### src/rtl/uart_fsm_pkg.sv
// Shared definitions for the UART RX/TX word FSMs: state encodings and byte width.
package uart_fsm_pkg;

    localparam int BYTE_W = 8;

    typedef enum logic [1:0] {
        COLLECT   = 2'd0,
        WRITE     = 2'd1,
        WAIT_FULL = 2'd2
    } fsm_state_t;

    // Saturating 8-bit increment used by the optional drop counter.
    function automatic logic [7:0] sat_inc8(input logic [7:0] value);
        return (value == 8'hFF) ? value : value + 8'd1;
    endfunction

endpackage

### src/rtl/rx_word_packer.sv
// Packs received UART bytes little-endian into FIFO words with a one-word hold stage.
// Optional macro RX_OVF_COUNT_EN adds an 8-bit saturating dropped-word counter (o_ovf_count).
module rx_word_packer
    import uart_fsm_pkg::*;
#(
    parameter int BYTES_PER_WORD = 4
)
(
    input  logic                             i_clk,
    input  logic                             i_rstn,
    input  logic                             i_rx_valid,
    input  logic [7:0]                       i_rx_byte,
    input  logic                             i_fifo_full,
    input  logic                             i_ovf_clr,
    output logic                             o_wr_en,
    output logic [BYTE_W*BYTES_PER_WORD-1:0] o_wr_data,
    output logic                             o_busy,
    output logic                             o_overflow
`ifdef RX_OVF_COUNT_EN
    ,
    output logic [7:0]                       o_ovf_count
`endif
);

    localparam int WORD_W = BYTE_W * BYTES_PER_WORD;
    localparam int IDX_W  = $clog2(BYTES_PER_WORD);
    localparam logic [IDX_W-1:0] LAST_IDX = IDX_W'(BYTES_PER_WORD - 1);

    fsm_state_t        state_reg, state_next;
    logic [IDX_W-1:0]  idx_reg, idx_next;
    logic [WORD_W-1:0] asm_reg, asm_next;
    logic [WORD_W-1:0] hold_reg, hold_next;
    logic              wr_en_reg;
    logic              ovf_reg, ovf_next;
    logic              last_byte;
    logic              drop;

    assign last_byte = i_rx_valid && (idx_reg == LAST_IDX);

    // Each byte lane loads only when the index points at it.
    generate
        for (genvar gi = 0; gi < BYTES_PER_WORD; gi++) begin : g_lane
            assign asm_next[gi*BYTE_W +: BYTE_W] =
                (i_rx_valid && (idx_reg == IDX_W'(gi))) ? i_rx_byte
                                                         : asm_reg[gi*BYTE_W +: BYTE_W];
        end
    endgenerate

    always_comb begin
        state_next = state_reg;
        hold_next  = hold_reg;
        idx_next   = idx_reg;
        drop       = 1'b0;

        if (i_rx_valid) begin
            idx_next = last_byte ? '0 : idx_reg + IDX_W'(1);
        end

        case (state_reg)
            COLLECT: begin
                if (last_byte) begin
                    hold_next  = asm_next;
                    state_next = i_fifo_full ? WAIT_FULL : WRITE;
                end
            end
            WRITE: begin
                state_next = COLLECT;
            end
            WAIT_FULL: begin
                // The pending word keeps its slot; a newly completed word is lost.
                if (last_byte) begin
                    drop = 1'b1;
                end
                if (!i_fifo_full) begin
                    state_next = WRITE;
                end
            end
            default: begin
                state_next = COLLECT;
            end
        endcase

        // A drop in the same cycle as a clear keeps the flag set.
        ovf_next = drop ? 1'b1 : (i_ovf_clr ? 1'b0 : ovf_reg);
    end

    always_ff @(posedge i_clk) begin
        if (!i_rstn) begin
            state_reg <= COLLECT;
            idx_reg   <= '0;
            asm_reg   <= '0;
            hold_reg  <= '0;
            wr_en_reg <= 1'b0;
            ovf_reg   <= 1'b0;
        end else begin
            state_reg <= state_next;
            idx_reg   <= idx_next;
            asm_reg   <= asm_next;
            hold_reg  <= hold_next;
            wr_en_reg <= (state_next == WRITE);
            ovf_reg   <= ovf_next;
        end
    end

`ifdef RX_OVF_COUNT_EN
    logic [7:0] ovf_cnt_reg;

    always_ff @(posedge i_clk) begin
        if (!i_rstn) begin
            ovf_cnt_reg <= 8'd0;
        end else if (i_ovf_clr) begin
            ovf_cnt_reg <= 8'd0;
        end else if (drop) begin
            ovf_cnt_reg <= sat_inc8(ovf_cnt_reg);
        end
    end

    assign o_ovf_count = ovf_cnt_reg;
`endif

    assign o_wr_en    = wr_en_reg;
    assign o_wr_data  = hold_reg;
    assign o_overflow = ovf_reg;
    assign o_busy     = (idx_reg != '0) || (state_reg != COLLECT);

endmodule

### config.mk
export PLATFORM = sky130hd
export DESIGN_NAME = rx_word_packer
export DESIGN_NICKNAME = d
export VERILOG_FILES = /design/src/rtl/uart_fsm_pkg.sv /design/src/rtl/rx_word_packer.sv
export SDC_FILE = /design/constraint.sdc
export NUM_CORES = 1
export LEC_CHECK = 0
export CORE_MARGIN = 2
export CORE_UTILIZATION = 49
export DETAILED_ROUTE_END_ITERATION = 12
export GPL_ROUTABILITY_DRIVEN = 0
export PLACE_DENSITY_LB_ADDON = 0.08
export SYNTH_ARGS = -nofsm -noshare
export SYNTH_HDL_FRONTEND = slang
export SYNTH_SLANG_ARGS = --single-unit
### constraint.sdc
create_clock -name i_clk -period 1.6 [get_ports i_clk]
set_input_delay 0.48 -clock i_clk [delete_from_list [all_inputs] [get_ports i_clk]]
set_output_delay 0.48 -clock i_clk [all_outputs]
set_load 0.02 [all_outputs]
# Word level (Yosys, flattened, before mapping)
# Cells that the tools add are included.
[op_classes]
shift = 0
multipliers = 0
n_mux = 13
bitwise_logic = 0
n_addsub = 1
magnitude_cmp = 0
reduce_logical = 11
eq_ne = 5
div = 0
[op_table]
columns = ["operator", "count"]
rows = [
  ["$mux W8", 4],
  ["$mux W2", 4],
  ["$eq A2 B2 Y1 const B", 3],
  ["$reduce_bool A2 Y1", 3],
  ["$eq A2 B1 Y1 const B", 2],
  ["$logic_and A1 B1 Y1", 4],
  ["$logic_not A2 Y1", 2],
  ["$mux W1", 4],
  ["$pmux W2 S2", 1],
  ["$add A2 B1 Y2 const B", 1],
  ["$reduce_and A2 Y1", 1],
  ["$logic_or A1 B1 Y1", 1],
]
[totals]
wordCells = 36
out_inout_bits = 35
mem_bits_rw = 0
in_bits = 13
rom_bits = 0
memories = 0
reg_bits = 70
latchBits = 0

# Depth between registers and ports, before layout
[depth]
ltp_word = 5
depth_mapped = 6
depth_no_buf = 5

# Least setup slack after synthesis
# OpenSTA, ideal clock, no wires.
[synth_timing]
kind = "input to register"
from = "input port i_rx_valid"
to = "register hold_reg[10] (netlist: o_wr_data[10])"
required_time_ns = 1.479
t_arrival_ns = 1.207
n_path_buf = 3
setup_slack_ns = 0.272
path_stages = 5
setup_time_ns = 0.121
path_cell_list = "buf_6 and4bb_4 buf_2 buf_4 a21oi_1"
[synth_between]
elab_chain_cells = 2
elab_cells_between_ends = 4
classes_between = "1 x mux; 3 x reduce/logical"
[synth_lines]
columns = ["item", "line_no", "source"]
rows = [
  ["from (decl)", "rx_word_packer.sv:11", "input logic i_rx_valid,"],
  ["$logic_and A1 B1 Y1, on equally long branches", "rx_word_packer.sv:44, rx_word_packer.sv:38", ""],
  ["$mux W8 or $reduce_and A2 Y1 (tied branches)", "n/a", ""],
  ["to (signal assigned)", "rx_word_packer.sv:99", "hold_reg <= hold_next;"],
  ["to (decl)", "rx_word_packer.sv:32", "logic [WORD_W-1:0] hold_reg, hold_next;"],
]
# Parallel ways exist; a longest one is shown, timed or not.
# A chain may end at the register's enable or synchronous reset.

# Worst setup path in the final report
[layout_timing]
from = "register idx_reg[1]"
to = "output port o_busy"
[layout_between]
elab_chain_cells = 2
[layout_lines]
columns = ["item", "line_no", "source"]
rows = [
  ["from (decl)", "rx_word_packer.sv:30", "logic [IDX_W-1:0] idx_reg, idx_next;"],
  ["from (signal assigned)", "rx_word_packer.sv:97", "idx_reg <= idx_next;"],
  ["$reduce_bool A2 Y1", "rx_word_packer.sv:124", "assign o_busy = (idx_reg != '0) || (state_reg != COLLECT);"],
  ["$logic_or A1 B1 Y1", "rx_word_packer.sv:124", ""],
  ["to (decl)", "rx_word_packer.sv:17", "output logic o_busy,"],
]
# Every way passes these cells.

==> flow_metrics.env <==
export IMPL_status="completed"
export IMPL_hold_path_class="reg2reg"
export IMPL_clockRootBuffer="clkbuf_8"
export IMPL_yosysWarnings=0
export IMPL_ys_seq_area_share_pct=53.9
export IMPL_use_met2_pct=27.8
export IMPL_worst_path_max_fanout=2
export IMPL_tightestPinTransition_ps=268
export IMPL_area_growth_pct=33.5
export IMPL_critical_path_arrival_ps=1070
export IMPL_fmax_mhz=644
export IMPL_postLayoutSetupSlackWorst_ps=46.7
export IMPL_finalSetupViolCount=0
export IMPL_end_kind="output pin"
export IMPL_io_pins=48
export IMPL_synth_edff_count=0
export IMPL_ant_nets=0
export IMPL_clockBufferDepth=2
export IMPL_final_seq_area_um2=1240
export IMPL_worstSkewPairLatency_ps=340
export IMPL_ys_types=23
export IMPL_use_met3_pct=5.28
export IMPL_whs_ps=475
export IMPL_start_util_pct=51.8
export IMPL_routed_via_count=1673
export IMPL_multi_input_area_um2=953
export IMPL_die_y_um=72.5
export IMPL_cts_tree="built"
export IMPL_grt_start_max_net_pins=40
export IMPL_fin_crit_sh_pct=97.1
export IMPL_period_needed_ps=1550
export IMPL_synth_top_area_share_pct=53.9
export IMPL_wl_per_cell_um=13.9
export IMPL_drt_iter0_drc=70
export IMPL_top_usage_layer="met2"
export IMPL_timing_max_cap_violations=0
export IMPL_grtUsageMet1_pct=23.6
export IMPL_io_buffers=47
export IMPL_dp_slack_ps=-307
export IMPL_hold_violations=0
export IMPL_drive_gt1_share_pct=14.6
export IMPL_largest_register_ff_count=32
export IMPL_fin_skew_ps=5.80
export IMPL_yosys_top_cells_area="dfxtp_1 54%, mux2i_1 15%, nor2b_1 9.2%, a21oi_1 5.2%, o21ai_1 3.5%"
export IMPL_ir_drop_mv=0.610
export IMPL_numCtsBuffers=9
export IMPL_avgSynthCellArea_um2=10.8
export IMPL_dieArea_um2=5260
export IMPL_fill_cells=369
export IMPL_die_w_um=72.5
export IMPL_antenna_found_initial=0
export IMPL_final_max_slew_viol_count=0
export IMPL_synth_area_um2=2300
export IMPL_powerDensity_nw_per_um2=994
export IMPL_rsz0062_at_grt="no"
export IMPL_ys_seq_elements=62
export IMPL_crit_type="reg2out"
export IMPL_syn_inst=214
export IMPL_start_kind="flip-flop"
export IMPL_route_detailed_drc=0
export IMPL_grt_pass1_wl_mm=7.26
export IMPL_synth_common_cells="62 x dfxtp_1, 34 x mux2i_1, 34 x nor2b_1"
export IMPL_synth_most_common_cell="dfxtp_1"
export IMPL_hpwl_mm=3.06
export IMPL_core_um2=4440
export IMPL_grtUsageTotal_pct=18.7
export IMPL_synth_top_area_cell="dfxtp_1"
export IMPL_synth_top_flop_cell="dfxtp_1"
export IMPL_syn_num_nets=231
export IMPL_synthArstFlopShare_pct=0
export IMPL_viasPerCell=5.04
export IMPL_cts_clk_slew_worst_paths_ps=60
export IMPL_first_pass_iters=4
export IMPL_clock_sinks=62
export IMPL_crit_required_ps=1120
export IMPL_grt_pass1_vias=1559
export IMPL_grt_overflow_total=0
export IMPL_num_rows=24
export IMPL_antennaDiodeCount=0
export IMPL_cts_htree_levels=3
export IMPL_nets=294
export IMPL_wl_mm=4.62
export IMPL_slew_headroom_pct=82.1
export IMPL_leakagePower_nw=1.46
critical path, stage by stage, from the launching register on:
cell and delay (ps):
dfxtp_1 310, inv_1 70, ha_2 180, nand2_1 60, buf_6 130
stage by stage:
step	total power [W]	cells	cell area, um2	setup TNS (ps)	util [%]
2_1_floorplan	0.00182	214	2300	0	-
3_3_place_gp	0.00196	316	2920	-10500	65.7
3_5_place_dp	0.00197	316	2920	-11530	65.7
4_1_cts	0.00308	330	3030	0	68.2
5_1_grt	0.00317	332	3070	0	69.1
6_report	0.00306	332	3070	0	69.1
cell usage in the layout (no fill, tap or decap), drive strengths merged:
master	count
and4bb	1
nand2	4
dlymetal6s2s	1
a21boi	1
clkbuf	13
nor2b	34
dlygate4sd2	34
nand2b	1
ha	4
a21oi	24
and2	1
nor4bb	1
dfxtp	62
o21ai	24
nand3b	1
nor2	3
inv	2
mux2i	34
clkinv	2
buf	20
nor4b	2
clkdlybuf4s50	11
path summary, 6_finish.rpt:
check             start      endpoint  slack (ps)  depth (start not counted)
max reg2reg  idx_reg[0]  o_wr_data[0]         110                          7
min          o_overflow    o_overflow         470                          2
min reg2reg  o_overflow    o_overflow         470                          2
max          idx_reg[1]        o_busy          50                          4
cell families (layout without fill, tap and decap cells):
group / after synthesis / count (layout) / share of synthesized area [%]
compound gates: 49 / 49 / 10.8
flops: 62 / 62 / 53.9
mux: 34 / 34 / 14.8
simple gates: 48 / 48 / 13.5
buf+inv: 17 / 83 / 4.89
fa+ha+maj: 4 / 4 / 2.17
final cells by class:
type	instances	share of cell area, %
sequential	62	40.4
multi-input combinational	135	31.0
timing repair buffer	67	21.1
clock buffer	12	4.72
tap	52	2.12
clock inverter	2	0.326
inverter	2	0.244
where the power goes:
group	leakage (nW)	total, W	switching, W	internal, W
Combinational	0.872	0.000319	0.000157	0.000162
Sequential	0.502	0.00161	0.0000155	0.00159
Clock	0.0821	0.00113	0.000548	0.000582
Total	1.46	0.00306	0.000720	0.00234
routing by layer:
layer | share of wire [%] | vias to the layer above
met5 | 0 | -
met2 | 44 | 38
li1 | - | 855
met1 | 48 | 764
met3 | 4.4 | 16
met4 | 3.2 | 0
what timing repair did:
item	4_1_cts	5_1_grt
endpoints found under the setup margin	35	4
pin swaps	1	2
hold buffers	0	0
gates resized for setup	40	5
cloned	0	1
setup buffers	0	1
No activity file was read; power rests on OpenSTA's default activity.
==> RTL edit 1: new RTL, config.mk and constraints unchanged <==
Build with the macro `RX_OVF_COUNT_EN` defined.
--- a/src/rtl/rx_word_packer.sv
+++ b/src/rtl/rx_word_packer.sv
@@ -1,5 +1,7 @@
 // Packs received UART bytes little-endian into FIFO words with a one-word hold stage.
 // Optional macro RX_OVF_COUNT_EN adds an 8-bit saturating dropped-word counter (o_ovf_count).
+`define RX_OVF_COUNT_EN
+
 module rx_word_packer
     import uart_fsm_pkg::*;
 #(
Function (old outputs only; new: o_ovf_count): kept (equiv_simple and equiv_induct, registers matched by name and starting in step).
==> RTL edit 1 against the original RTL <==
- sequential share of layout area is 4.1 points lower
- synthesized cell count is 23% higher
- count of clock-buffer cells in the layout stayed put
- final area is 26% higher
- sequential cell count is 8 higher
- largest power group unchanged
- power is 24% higher
- first-iteration DRC count is 10% lower
- worst setup slack worse by 0.0098 ns
- final cell count is 27% higher
- synthesized area is 21% higher
- combinational power is 16% higher
- critical path depth is 2 higher
- wire length is 33% higher
- clock skew is 0.00079 ns higher
==> RTL edit 1: results (changes against the original RTL) <==
INFO  metric grt.total_usage = 0.212 (+0.0254)
INFO  metric synth-seq-area-share = 0.502 (-0.0367)
INFO  metric route.vias.total = 2,147 (+28%)
INFO  metric wl_per_cell = 14.5 microns (+4.5%)
INFO  metric tightestPinTransition = 0.255 ns (-0.0130 ns)
INFO  metric fraction_of_final_layout_cells_with_drive_strength_greater_than_1 = 0.240 (+0.0936)
INFO  metric drt_first_iter_violations = 63 (-10%)
INFO  metric critPathMaxFanout = 4 (+2)
INFO  metric leak_pwr = 1.76 nW (+21%)
INFO  metric outcome = finished, final reports clean
INFO  metric first_pass_grt_wire_length = 10,100 microns (+40%)
INFO  metric detailed_place_hpwl = 4140 microns (+36%)
INFO  metric maximum_number_of_pins_on_one_net_before_global_route_repair = 49 (+23%)
INFO  metric r2r_slack = 0.04 ns (-0.07 ns)
INFO  metric firstDrtPassIters = 6 (+2)
INFO  metric placed_cells = 405 (+28%)
INFO  metric crit-reg2reg-launch = idx_reg[1]
INFO  metric count_of_filler_cells_inserted_in_the_layout = 441 (+20%)
INFO  metric post_synth_main_area_contributors = dfxtp_1 (50%), mux2i_1 (13%), nor2_1 (8.2%)
INFO  metric nets = 363 (+23%)
INFO  metric dpl_worst_slack = -0.398 ns (-0.0911 ns)
INFO  metric layoutNonFillerInstCount = 422 (+27%)
INFO  metric worst_ir_drop_vdd = 725 uV (+19%)
INFO  metric postSynthCellCount = 264 (+23%)
INFO  metric fin_worst_skew = 0.00659 ns (+0.000791 ns)
## RTL edit 1: per-stage QoR
step	area (sq um)	hold slack (ns)
finish	3870	0.489
global route	3870	0.517
CTS	3820	0.486
detailed placement	3630	0.476
global placement	3630	0.473
floorplan	2790	0.461
## RTL edit 1: timing repair
| action | CTS | global route |
|---|---|---|
| gates cloned | 0 | 0 |
| hold buffers | 0 | 0 |
| setup buffers | 0 | 1 |
| setup endpoints to repair | 55 | 17 |
| pin swaps | 1 | 3 |
| resized for setup | 54 | 17 |
## RTL edit 1: layout make-up
class                      count  share of cell area
clock inverter                 4              0.0201
sequential                    70               0.363
timing repair buffer          87               0.211
tap                           72              0.0233
multi-input combinational    174               0.340
clock buffer                  12              0.0401
inverter                       3             0.00291
## RTL edit 1: worst paths after layout
path | end | depth (start not counted)
setup reg to reg | o_ovf_count[4] | 6
hold / removal | o_overflow | 2
hold reg to reg | o_overflow | 2
setup / recovery | o_ovf_count[4] | 6
## RTL edit 1: cell families (layout without fill, tap and decap cells)
| logic type | Yosys count | in the layout | share of synthesized area |
|---|---|---|---|
| AO/OA/AOI/OAI | 37 | 37 | 0.131 |
| buffers and inverters | 20 | 106 | 0.0440 |
| flip-flops | 70 | 70 | 0.502 |
| multiplexers | 37 | 37 | 0.133 |
| AND/OR/NAND/NOR | 95 | 95 | 0.167 |
| adder cells (fa/ha/maj) | 5 | 5 | 0.0224 |
## RTL edit 1: layer usage
layer,global-route usage,up-vias,wire (microns)
li1,-,1089,-
met1,0.260,1010,2810
met2,0.345,44,3030
met3,0.0735,4,244
met4,0.0793,0,61
met5,0,-,0
## RTL edit 1: worst max-delay path, delay by kind of cell, from the launching register on
kind            cells  cell delay, ns
fa+ha+maj           1            0.14
compound gates      1            0.15
flops               1            0.34
simple gates        2            0.62
buf+inv             2            0.24
## RTL edit 1: report_power, final
group / switching, mW / total (mW) / internal, mW
clock: 0.655 / 1.63 / 0.972
combinational: 0.195 / 0.371 / 0.176
sequential: 0.0173 / 1.81 / 1.79
==> RTL edit 2: new RTL, same flow settings <==
Made on the original files. Put one more register stage on the output `o_overflow`, with the module's reset. The value now appears one clock later. The other outputs are not delayed to match.
--- a/src/rtl/rx_word_packer.sv
+++ b/src/rtl/rx_word_packer.sv
@@ -120,7 +120,13 @@
 
     assign o_wr_en    = wr_en_reg;
     assign o_wr_data  = hold_reg;
-    assign o_overflow = ovf_reg;
+    always_ff @(posedge i_clk) begin
+        if (!i_rstn) begin
+            o_overflow <= '0;
+        end else begin
+            o_overflow <= ovf_reg;
+        end
+    end
     assign o_busy     = (idx_reg != '0) || (state_reg != COLLECT);
 
 endmodule
Function: changed (Yosys sat finds a counterexample within 10 cycles, from zero or initial values and one cycle with i_rstn low).
==> RTL edit 2 against the original RTL <==
- core utilization shrank 2.8 points
- final area grew 0.65%
- synthesized area up 1.1%
- count of clock-buffer cells in the layout unchanged
- sequential cell count increased by 1
- wire length decreased by 4.1%
- power increased by 3.7%
- largest power group unchanged
- worst setup slack gained 0.028 ns
- maximum frequency grew 1.9%
- critical endpoint unchanged
==> RTL edit 2: results (changes against the original RTL) <==
INFO  metric outcome = finished, final reports clean
INFO  metric flip_flop_count_of_the_largest_register_all_copies_and_words_added = 32 (unchanged)
INFO  metric fraction_of_final_layout_cells_with_drive_strength_greater_than_1 = 0.146 (unchanged)
INFO  metric maximum_number_of_pins_on_one_net_before_global_route_repair = 36 (-10%)
INFO  metric ys_ff_latch = 63 (+1.6%)
INFO  metric cts_inserted_buffers = 9 (unchanged)
INFO  metric first_pass_grt_wire_length = 7200 microns (-0.85%)
INFO  metric nets = 292 (-0.68%)
INFO  metric first_global_vias = 1,434 (-8.0%)
INFO  metric worst_ir_drop_vdd = 647 uV (+6.2%)
INFO  metric share_of_synthesized_area_spent_on_multiplexers = 0.146 (-0.00167)
INFO  metric post_synth_main_area_contributors = dfxtp_1 (54%), mux2i_1 (15%), nor2b_1 (9.1%)
INFO  metric synth-seq-area-share = 0.542 (+0.00251)
INFO  metric detailed_place_hpwl = 2980 microns (-2.6%)
INFO  metric critPathMaxFanout = 2 (unchanged)
INFO  metric total_placed_instance_area = 0.00294 sq mm (+0.90%)
INFO  metric grt.total_usage = 0.184 (-0.00299)
INFO  metric detail_route.wirelength = 4430 microns (-4.1%)
INFO  metric tightestPinTransition = 0.240 ns (-0.0276 ns)
INFO  metric post_synth_fa_ha_maj_area_fraction = 0.0215 (-0.000245)
INFO  metric fin_worst_skew = 0.00550 ns (-0.000302 ns)
INFO  metric firstDrtPassIters = 4 (unchanged)
INFO  metric dpl_worst_slack = -0.266 ns (+0.0411 ns)
INFO  metric synthTopCellsByCount = dfxtp_1 (63), mux2i_1 (34), nor2b_1 (34)
INFO  metric syn_nets = 233 (+0.87%)
INFO  metric compound_cell_area_share_of_the_yosys_netlist = 0.106 (-0.00121)
INFO  metric arrival_time_at_the_worst_endpoint = 1.05 ns (-0.02 ns)
INFO  metric route.vias.total = 1,642 (-1.9%)
INFO  metric drt_first_iter_violations = 75 (+7.1%)
INFO  metric post_cts_resized = 41 (+2.5%)
INFO  metric leak_pwr = 1.46 nW (+0.16%)
RTL edit 2: changes by cell type after synthesis:
cell     change
and2_1       +1
dfxtp_1      +1
RTL edit 2: worst max-delay path: stages, from the launching register on:
cell     delay, ns
dfxtp_2       0.33
inv_2         0.05
ha_4          0.15
nand2_1       0.07
buf_6         0.11
RTL edit 2: power breakdown:
group          internal (mW)  leakage (nW)  switching [mW]
sequential              1.62         0.511          0.0162
combinational          0.169         0.852           0.158
clock                  0.636        0.0959           0.573
RTL edit 2: worst paths after layout:
kind,start,to,slack (ns),cells after the start
max,idx_reg[0],o_busy,0.07,4
min reg2reg,ovf_reg,o_overflow,0.47,1
max reg2reg,idx_reg[0],o_wr_data[27],0.11,6
min,ovf_reg,o_overflow,0.47,1
RTL edit 2: cell type report:
| cell class | count | area [sq um] |
|---|---|---|
| repair buffers | 63 | 612 |
| inverters | 2 | 7.51 |
| clock buffers | 12 | 155 |
| clock inverters | 4 | 20.0 |
| well taps | 54 | 67.6 |
| fillers | 403 | 1570 |
| multi-input cells | 136 | 967 |
| flip-flops and latches | 63 | 1260 |
RTL edit 2: through the flow:
step / instances / hold slack [ns] / TNS [ns] / total power [mW]
5_1_grt: 334 / 0.500 / 0 / 3.30
3_5_place_dp: 318 / 0.456 / -10.41 / 2.00
3_3_place_gp: 318 / 0.434 / -9.80 / 1.99
4_1_cts: 334 / 0.471 / -0.00504 / 3.19
6_report: 334 / 0.466 / 0 / 3.17
2_1_floorplan: 216 / 0.431 / 0 / 1.85
RTL edit 2: per-layer routing:
layer	part of all wire	track usage	vias to the layer above
li1	-	-	858
met1	0.53	0.266	747
met2	0.41	0.240	33
met3	0.047	0.0718	4
met4	0.012	0.0802	0
met5	0	0	-
